## config.mk

```make
export PLATFORM = sky130hd
export DESIGN_NAME = flp_mac
export DESIGN_NICKNAME = d
export VERILOG_FILES = /design/src/rtl/flp_pkg.sv /design/src/rtl/flp_mac_mul.sv /design/src/rtl/flp_mac.sv
export SDC_FILE = /design/constraint.sdc
export NUM_CORES = 2
export LEC_CHECK = 0
export BUFFER_PORTS_ARGS = -buffer_cell sky130_fd_sc_hd__buf_2
export CAP_MARGIN = 20
export CORE_MARGIN = 10
export CORE_UTILIZATION = 38
export CTS_BUF_LIST = sky130_fd_sc_hd__clkbuf_8 sky130_fd_sc_hd__clkbuf_16
export CTS_CLUSTER_SIZE = 14
export DETAILED_ROUTE_END_ITERATION = 6
export PLACE_DENSITY = 0.57
export SYNTH_ARGS = -nofsm -noshare
export SYNTH_HDL_FRONTEND = slang
export SYNTH_SLANG_ARGS = --single-unit
```

## constraint.sdc

```tcl
create_clock -name clk -period 27.5 [get_ports clk]
set_input_delay 2.75 -clock clk [delete_from_list [all_inputs] [get_ports clk]]
set_output_delay 2.75 -clock clk [all_outputs]
set_load 0.02 [all_outputs]
```

## src/rtl/flp_pkg.sv

```systemverilog
// Shared helpers for the flp_mac floating-point datapath.
// Format constants are functions of the exponent and fraction widths so every parameterisation shares them.
package flp_pkg;

    localparam int FLP_MAXW = 128;

    function automatic int bias_of(input int ew);
        return (1 << (ew - 1)) - 1;
    endfunction

    function automatic int exp_max_of(input int ew);
        return (1 << ew) - 1;
    endfunction

    function automatic logic [FLP_MAXW-1:0] qnan_of(input int ew, input int sw);
        return (FLP_MAXW'(exp_max_of(ew)) << sw) | (FLP_MAXW'(1) << (sw - 1));
    endfunction

    function automatic logic fld_sign(input logic [FLP_MAXW-1:0] x, input int w);
        return x[w-1];
    endfunction

    function automatic logic [FLP_MAXW-1:0] fld_exp(input logic [FLP_MAXW-1:0] x, input int ew, input int sw);
        return (x >> sw) & ((FLP_MAXW'(1) << ew) - FLP_MAXW'(1));
    endfunction

    function automatic logic [FLP_MAXW-1:0] fld_frac(input logic [FLP_MAXW-1:0] x, input int sw);
        return x & ((FLP_MAXW'(1) << sw) - FLP_MAXW'(1));
    endfunction

    // Leading zeros of the low w bits of v; returns w when they are all zero.
    function automatic int lzc(input logic [FLP_MAXW-1:0] v, input int w);
        int   n;
        logic found;
        n     = w;
        found = 1'b0;
        for (int i = FLP_MAXW - 1; i >= 0; i--) begin
            if (!found && (i < w) && v[i]) begin
                n     = w - 1 - i;
                found = 1'b1;
            end
        end
        return n;
    endfunction

endpackage

```

## src/rtl/flp_mac_mul.sv

```systemverilog
// Significand multiply for flp_mac: normalised, truncated product with sticky, plus product exponent and sign.
// Denormal operands are flushed to zero, which makes the significand product zero.
module flp_mac_mul
    import flp_pkg::*;
#(
    parameter int EWIDTH  = 8,
    parameter int SWIDTH  = 23,
    parameter int RSWIDTH = 23,
    parameter int DW      = EWIDTH + 3
) (
    input  logic [EWIDTH+SWIDTH:0] i_b,
    input  logic [EWIDTH+SWIDTH:0] i_c,
    output logic                   o_sign,
    output logic signed [DW-1:0]   o_exp,
    output logic [RSWIDTH:0]       o_sig,
    output logic                   o_sticky
);

    localparam int W    = EWIDTH + SWIDTH + 1;
    localparam int PW   = 2 * SWIDTH + 2;
    localparam int DROP = PW - (RSWIDTH + 1);
    localparam logic [PW-1:0] DROP_MASK = (PW'(1) << DROP) - PW'(1);
    localparam logic [DW-1:0] BIAS_X    = DW'(bias_of(EWIDTH));

    logic [EWIDTH-1:0] eb, ec;
    logic [SWIDTH-1:0] fb, fc;
    logic [SWIDTH:0]   mb, mc;
    logic [PW-1:0]     prod, prod_n;

    assign eb = EWIDTH'(fld_exp(FLP_MAXW'(i_b), EWIDTH, SWIDTH));
    assign ec = EWIDTH'(fld_exp(FLP_MAXW'(i_c), EWIDTH, SWIDTH));
    assign fb = SWIDTH'(fld_frac(FLP_MAXW'(i_b), SWIDTH));
    assign fc = SWIDTH'(fld_frac(FLP_MAXW'(i_c), SWIDTH));

    always_comb begin
        mb     = (eb != '0) ? {1'b1, fb} : '0;
        mc     = (ec != '0) ? {1'b1, fc} : '0;
        prod   = PW'(mb) * PW'(mc);
        // A product in [1,2) has its leading one one place lower; move it to the top bit.
        prod_n = prod[PW-1] ? prod : (prod << 1);
        o_sig    = prod_n[PW-1 -: RSWIDTH+1];
        o_sticky = |(prod_n & DROP_MASK);
        o_exp    = DW'(eb) + DW'(ec) - BIAS_X + DW'(prod[PW-1]);
        o_sign   = fld_sign(FLP_MAXW'(i_b), W) ^ fld_sign(FLP_MAXW'(i_c), W);
    end

endmodule

```

## src/rtl/flp_mac.sv

```systemverilog
// Single-cycle fused multiply-add o_p = i_a + i_b * i_c with round-to-nearest-even and a registered result.
// No handshake: operands are sampled on every rising edge and the result appears after that edge.
module flp_mac
    import flp_pkg::*;
#(
    parameter int EWIDTH  = 8,
    parameter int SWIDTH  = 23,
    parameter int RSWIDTH = 23
) (
    input  logic                   clk,
    input  logic                   rst,
    input  logic [EWIDTH+SWIDTH:0] i_a,
    input  logic [EWIDTH+SWIDTH:0] i_b,
    input  logic [EWIDTH+SWIDTH:0] i_c,
    output logic [EWIDTH+SWIDTH:0] o_p
);

    localparam int W     = EWIDTH + SWIDTH + 1;
    localparam int FW    = (SWIDTH > RSWIDTH) ? SWIDTH : RSWIDTH;
    localparam int XW    = FW + 4;
    localparam int DW    = EWIDTH + 3;
    localparam int RW    = SWIDTH + 2;
    localparam int LOW_W = XW - SWIDTH - 2;
    localparam logic [XW-1:0]        LOW_MASK = (XW'(1) << LOW_W) - XW'(1);
    localparam logic signed [DW-1:0] EMAX_X   = DW'(exp_max_of(EWIDTH));
    localparam logic signed [DW-1:0] ZERO_X   = '0;
    localparam logic [W-1:0]         QNAN_W   = W'(qnan_of(EWIDTH, SWIDTH));

    logic              sa, sb, sc;
    logic [EWIDTH-1:0] ea, eb, ec;
    logic [SWIDTH-1:0] fa, fb, fc;
    logic a_zero, a_inf, a_nan, b_zero, b_inf, b_nan, c_zero, c_inf, c_nan;
    logic p_zero, p_inf, nan_res;

    logic                 p_sign, p_sticky;
    logic signed [DW-1:0] p_exp;
    logic [RSWIDTH:0]     p_sig;

    logic [XW-1:0]        a_x, p_x, big_x, small_x, small_al, norm;
    logic signed [DW-1:0] ea_x, big_e, small_e, norm_e, res_e;
    logic [DW-1:0]        shift_d;
    logic                 a_big, big_s, small_s, eff_sub;
    logic [XW:0]          sum;
    int                   lz;
    logic [SWIDTH:0]      kept;
    logic                 guard, sticky_r, round_up;
    logic [RW-1:0]        rounded;
    logic [SWIDTH-1:0]    frac_r;
    logic [W-1:0]         res_w;
    logic [W-1:0]         o_p_d, o_p_q;

    assign sa = fld_sign(FLP_MAXW'(i_a), W);
    assign sb = fld_sign(FLP_MAXW'(i_b), W);
    assign sc = fld_sign(FLP_MAXW'(i_c), W);
    assign ea = EWIDTH'(fld_exp(FLP_MAXW'(i_a), EWIDTH, SWIDTH));
    assign eb = EWIDTH'(fld_exp(FLP_MAXW'(i_b), EWIDTH, SWIDTH));
    assign ec = EWIDTH'(fld_exp(FLP_MAXW'(i_c), EWIDTH, SWIDTH));
    assign fa = SWIDTH'(fld_frac(FLP_MAXW'(i_a), SWIDTH));
    assign fb = SWIDTH'(fld_frac(FLP_MAXW'(i_b), SWIDTH));
    assign fc = SWIDTH'(fld_frac(FLP_MAXW'(i_c), SWIDTH));

    always_comb begin
        a_zero  = (ea == '0);
        b_zero  = (eb == '0);
        c_zero  = (ec == '0);
        a_inf   = (ea == '1) && (fa == '0);
        b_inf   = (eb == '1) && (fb == '0);
        c_inf   = (ec == '1) && (fc == '0);
        a_nan   = (ea == '1) && (fa != '0);
        b_nan   = (eb == '1) && (fb != '0);
        c_nan   = (ec == '1) && (fc != '0);
        p_inf   = b_inf | c_inf;
        p_zero  = b_zero | c_zero;
        nan_res = a_nan | b_nan | c_nan | (b_inf & c_zero) | (c_inf & b_zero)
                | (a_inf & p_inf & (sa != p_sign));
    end

    flp_mac_mul #(
        .EWIDTH (EWIDTH),
        .SWIDTH (SWIDTH),
        .RSWIDTH(RSWIDTH),
        .DW     (DW)
    ) u_mul (
        .i_b     (i_b),
        .i_c     (i_c),
        .o_sign  (p_sign),
        .o_exp   (p_exp),
        .o_sig   (p_sig),
        .o_sticky(p_sticky)
    );

    // Both operands share one layout: integer bit, FW fraction bits, then guard, round, sticky.
    always_comb begin
        a_x     = a_zero ? '0 : (XW'({1'b1, fa}) << (FW - SWIDTH + 3));
        p_x     = (XW'(p_sig) << (FW - RSWIDTH + 3)) | XW'(p_sticky);
        ea_x    = DW'(ea);
        a_big   = !a_zero && ((ea_x > p_exp) || ((ea_x == p_exp) && (a_x >= p_x)));
        big_x   = a_big ? a_x : p_x;
        small_x = a_big ? p_x : a_x;
        big_e   = a_big ? ea_x : p_exp;
        small_e = a_big ? p_exp : ea_x;
        big_s   = a_big ? sa : p_sign;
        small_s = a_big ? p_sign : sa;
        shift_d = DW'(big_e - small_e);
        if (shift_d >= DW'(XW)) begin
            small_al = XW'(|small_x);
        end else begin
            small_al = (small_x >> shift_d) | XW'(|(small_x & ~({XW{1'b1}} << shift_d)));
        end
    end

    always_comb begin
        eff_sub = big_s ^ small_s;
        sum     = eff_sub ? ({1'b0, big_x} - {1'b0, small_al})
                          : ({1'b0, big_x} + {1'b0, small_al});
        lz      = 0;
        if (sum[XW]) begin
            norm   = sum[XW:1] | XW'(sum[0]);
            norm_e = big_e + DW'(1);
        end else begin
            lz     = lzc(FLP_MAXW'(sum[XW-1:0]), XW);
            norm   = sum[XW-1:0] << lz;
            norm_e = big_e - DW'(lz);
        end
    end

    always_comb begin
        kept     = norm[XW-1 -: SWIDTH+1];
        guard    = norm[LOW_W];
        sticky_r = |(norm & LOW_MASK);
        round_up = guard & (sticky_r | kept[0]);
        rounded  = {1'b0, kept} + RW'(round_up);
        // Rounding 1.11..1 up carries into a new integer bit.
        res_e    = rounded[SWIDTH+1] ? (norm_e + DW'(1)) : norm_e;
        frac_r   = rounded[SWIDTH+1] ? rounded[SWIDTH:1] : rounded[SWIDTH-1:0];
        if (sum == '0) begin
            res_w = '0;
        end else if (res_e >= EMAX_X) begin
            res_w = {big_s, {EWIDTH{1'b1}}, {SWIDTH{1'b0}}};
        end else if (res_e <= ZERO_X) begin
            res_w = {big_s, {(W-1){1'b0}}};
        end else begin
            res_w = {big_s, res_e[EWIDTH-1:0], frac_r};
        end
    end

    always_comb begin
        o_p_d = res_w;
        if (nan_res) begin
            o_p_d = QNAN_W;
        end else if (a_inf) begin
            o_p_d = {sa, {EWIDTH{1'b1}}, {SWIDTH{1'b0}}};
        end else if (p_inf) begin
            o_p_d = {p_sign, {EWIDTH{1'b1}}, {SWIDTH{1'b0}}};
        end else if (p_zero) begin
            o_p_d = a_zero ? {sa & p_sign, {(W-1){1'b0}}} : i_a;
        end
    end

    always_ff @(posedge clk) begin
        if (rst) begin
            o_p_q <= '0;
        end else begin
            o_p_q <= o_p_d;
        end
    end

    assign o_p = o_p_q;

endmodule

```

==> flow_results.xml <==
<?xml version="1.0" encoding="UTF-8"?>
<metrics>
  <group name="global_routing">
    <metric name="track_usage" unit="">0.2548</metric>
    <metric name="grt_overflow_total" unit="">0</metric>
    <metric name="globalRouteMet3Util" unit="">0.03963</metric>
    <metric name="first_global_vias" unit="">32590</metric>
    <metric name="use_met2" unit="">0.4102</metric>
    <metric name="grt_busiest_layer" unit="">met2</metric>
    <metric name="largest_net_degree_at_the_start_of_global_routing" unit="">93</metric>
    <metric name="first_pass_grt_wire_length" unit="um">200100</metric>
    <metric name="number_of_antenna_violations_at_the_first_check_in_global_routing" unit="">3</metric>
    <metric name="use_met1" unit="">0.3478</metric>
  </group>
  <group name="routing">
    <metric name="drc" unit="">0</metric>
    <metric name="vias" unit="">32500</metric>
    <metric name="first_pass_iters" unit="">6</metric>
    <metric name="number_of_vias_per_cell" unit="">5.937</metric>
    <metric name="routed_wirelength" unit="um">129700</metric>
    <metric name="detailedRoute.firstIterationViolations" unit="">3349</metric>
    <metric name="wl_per_cell" unit="um">23.69</metric>
    <metric name="ant_nets" unit="">0</metric>
  </group>
  <group name="placed_design">
    <metric name="buffer_ports.inserted" unit="">129</metric>
    <metric name="detailedPlacementHpwl" unit="um">105600</metric>
    <metric name="gp_congestion" unit="">1.023</metric>
  </group>
  <group name="clock_network">
    <metric name="numClockSinks" unit="">32</metric>
    <metric name="tritoncts.num_buffers" unit="">5</metric>
    <metric name="clkTransAtPathRegs" unit="ns">0.05</metric>
    <metric name="clock_tree_buffer_depth" unit="">2</metric>
    <metric name="cts_htree_levels" unit="">2</metric>
    <metric name="tritoncts" unit="">built</metric>
    <metric name="ctsRootBufferMaster" unit="">clkbuf_16</metric>
  </group>
  <group name="worst_setup_path">
    <metric name="critPathKind" unit="">input pin to register</metric>
    <metric name="maximum_fanout_count_along_the_critical_path" unit="">92</metric>
    <metric name="timing.critical_path.mode_cell" unit="">a21oi_1</metric>
    <metric name="crit_required" unit="ns">27.67</metric>
    <metric name="crit_slowest_cell" unit="">fa_1</metric>
    <metric name="critPathLaunchType" unit="">input pin</metric>
    <metric name="cp-end-kind" unit="">register</metric>
    <metric name="critical_path.max_stage_delay" unit="ns">0.62</metric>
    <metric name="arrival" unit="ns">26.14</metric>
  </group>
  <group name="synthesis">
    <metric name="synth_seq_cells" unit="">32</metric>
    <metric name="synth.distinct_cells" unit="">119</metric>
    <metric name="synth.avg_cell_area" unit="um2">7.664</metric>
    <metric name="synth_async_sr_flop_share" unit="">0</metric>
    <metric name="post_synth_main_area_contributors" unit="">fa_1, ha_1, inv_1</metric>
    <metric name="synthMostInstantiatedCell" unit="">inv_1</metric>
    <metric name="synth_edf_count" unit="">0</metric>
    <metric name="dominantRegCellSynth" unit="">dfxtp_1</metric>
    <metric name="post_synth_instance_area" unit="mm2">0.03329</metric>
    <metric name="synth_top_cell_by_area" unit="">fa_1</metric>
    <metric name="share_of_the_synthesized_area_in_the_top_cell_type" unit="">0.2911</metric>
    <metric name="yosys_warnings" unit="">0</metric>
    <metric name="net_count_synth" unit="">5194</metric>
    <metric name="synth-seq-area-share" unit="">0.01924</metric>
    <metric name="syn_inst" unit="">4344</metric>
    <metric name="synth.cells.most_frequent" unit="">inv_1, nand2_1, fa_1</metric>
  </group>
  <group name="timing">
    <metric name="period_minus_slack" unit="ns">25.98</metric>
    <metric name="achievable-frequency" unit="MHz">38.50</metric>
    <metric name="timing_hold_violations_final" unit="">0</metric>
    <metric name="worst_pin_slew" unit="ns">1.096</metric>
    <metric name="setup_viol_count_final" unit="">0</metric>
    <metric name="maxSlewHeadroom" unit="">0.2636</metric>
    <metric name="finalCritPeriodShare" unit="">0.9446</metric>
    <metric name="final.setup.tns" unit="ns">0</metric>
    <metric name="final-max-slew-violation-count" unit="">0</metric>
  </group>
  <group name="final_layout">
    <metric name="area_used_by_multi_input_combinational_logic" unit="mm2">0.02942</metric>
    <metric name="finalNetCount" unit="">5168</metric>
    <metric name="regArea" unit="um2">640.6</metric>
    <metric name="n_fill_cell" unit="">9072</metric>
    <metric name="synthToLayoutAreaGrowth" unit="%">6.442</metric>
    <metric name="final_layout_size_suffix_gt1_frac" unit="">0.08893</metric>
    <metric name="largest_register_ffs" unit="">32</metric>
    <metric name="layout.core_utilization" unit="">0.4078</metric>
  </group>
  <group name="outcome">
    <metric name="run_status" unit="">finished, final reports clean</metric>
  </group>
  <group name="min_path">
    <metric name="hold-path-cell-count" unit="">2</metric>
    <metric name="min_path_type" unit="">input pin to register</metric>
  </group>
  <group name="die">
    <metric name="coreArea" unit="mm2">0.08689</metric>
    <metric name="io-pin-count" unit="">130</metric>
    <metric name="start_util" unit="">0.3831</metric>
    <metric name="placement_rows" unit="">108</metric>
    <metric name="dieArea" unit="mm2">0.09985</metric>
    <metric name="die-width" unit="um">316.0</metric>
    <metric name="die_h" unit="um">316.0</metric>
  </group>
  <group name="flow_run">
    <metric name="drv_cap" unit="">0</metric>
  </group>
</metrics>
[critical path: cells and delay by family]
kind | cells | cell delay, ns
buffers and inverters | 14 | 2.55
XOR/XNOR | 2 | 0.52
AO/OA/AOI/OAI | 31 | 6.02
adder cells (fa/ha/maj) | 13 | 5.35
AND/OR/NAND/NOR | 34 | 7.79
multiplexers | 2 | 0.94
[what timing repair did]
action / CTS / global route
endpoints found under the setup margin: 0 / 31
hold buffers: 0 / 0
buffers inserted: 0 / 2
gates resized for setup: 0 / 35
endpoints found under the hold margin: 0 / 0
[layout make-up]
type	count	share of cell area
clock buffers	7	0.004308
flip-flops and latches	32	0.01808
inverters	607	0.06504
well taps	1155	0.04078
multi-input cells	3441	0.8304
diodes	1	0.00007062
repair buffers	231	0.04135
[cell usage in the layout (no fill, tap or decap), types with 16 or more instances in the layout]
| cell type | n |
|---|---|
| inv_1 | 602 |
| nand2_1 | 530 |
| fa_1 | 484 |
| ha_1 | 268 |
| and3_1 | 267 |
| nor2_1 | 251 |
| a21oi_1 | 239 |
| o21ai_0 | 137 |
| buf_2 | 129 |
| nand3_1 | 121 |
| buf_4 | 97 |
| nor3_1 | 83 |
| and2_1 | 70 |
| xnor2_1 | 65 |
| mux2i_1 | 62 |
| a21o_1 | 55 |
| xor2_1 | 48 |
| nand4_1 | 46 |
| a211oi_1 | 40 |
| o211ai_1 | 38 |
| a31oi_1 | 38 |
| nor4_1 | 37 |
| dfxtp_1 | 32 |
| nand2b_1 | 29 |
| mux2_2 | 23 |
| or3_1 | 22 |
| nor2b_1 | 21 |
| or4_1 | 21 |
| a211o_1 | 19 |
| o21a_1 | 18 |
| or2_2 | 16 |
[final timing paths]
| path | endpoint | slack (ns) | start |
|---|---|---|---|
| min | o_p[4]$_SDFF_PP0_ | 2.81 | i_a[4] |
| max | o_p[1]$_SDFF_PP0_ | 1.52 | i_b[23] |
[layer usage]
metal,vias to the layer above,share of wire,routed length [um]
met4,6,0.036,4679
met1,15930,0.43,55700
met2,1543,0.45,58270
met3,254,0.085,10970
met5,-,0.00022,28
li1,14770,-,-
[metrics by stage]
stage	instance area (um2)	hold WS, ns	std cells	worst slack [ns]
after floorplan	33290	2.865	4344	2.932
after global placement	35120	3.079	5464	0.6765
after detailed placement	35120	3.096	5464	0.3378
after CTS	35280	2.809	5471	0.5449
after global routing	35430	2.833	5473	-0.02426
final	35440	2.815	5474	1.524
[cells by family (layout without fill, tap and decap cells)]
family                   count (synthesis)  count (layout)  share of synthesized area
AND/OR/NAND/NOR                       1604            1604                     0.2432
AO/OA/AOI/OAI                          875             875                     0.1826
buffers and inverters                  871             845                     0.1004
adder cells (fa/ha/maj)                752             752                     0.3918
XOR/XNOR                               117             117                    0.03161
multiplexers                            93              93                    0.03123
flip-flops                              32              32                    0.01924
other                                    0               1                          0
Power is not shown: default switching activity piles up to over one toggle a cycle in this logic, so the estimate is an artifact.
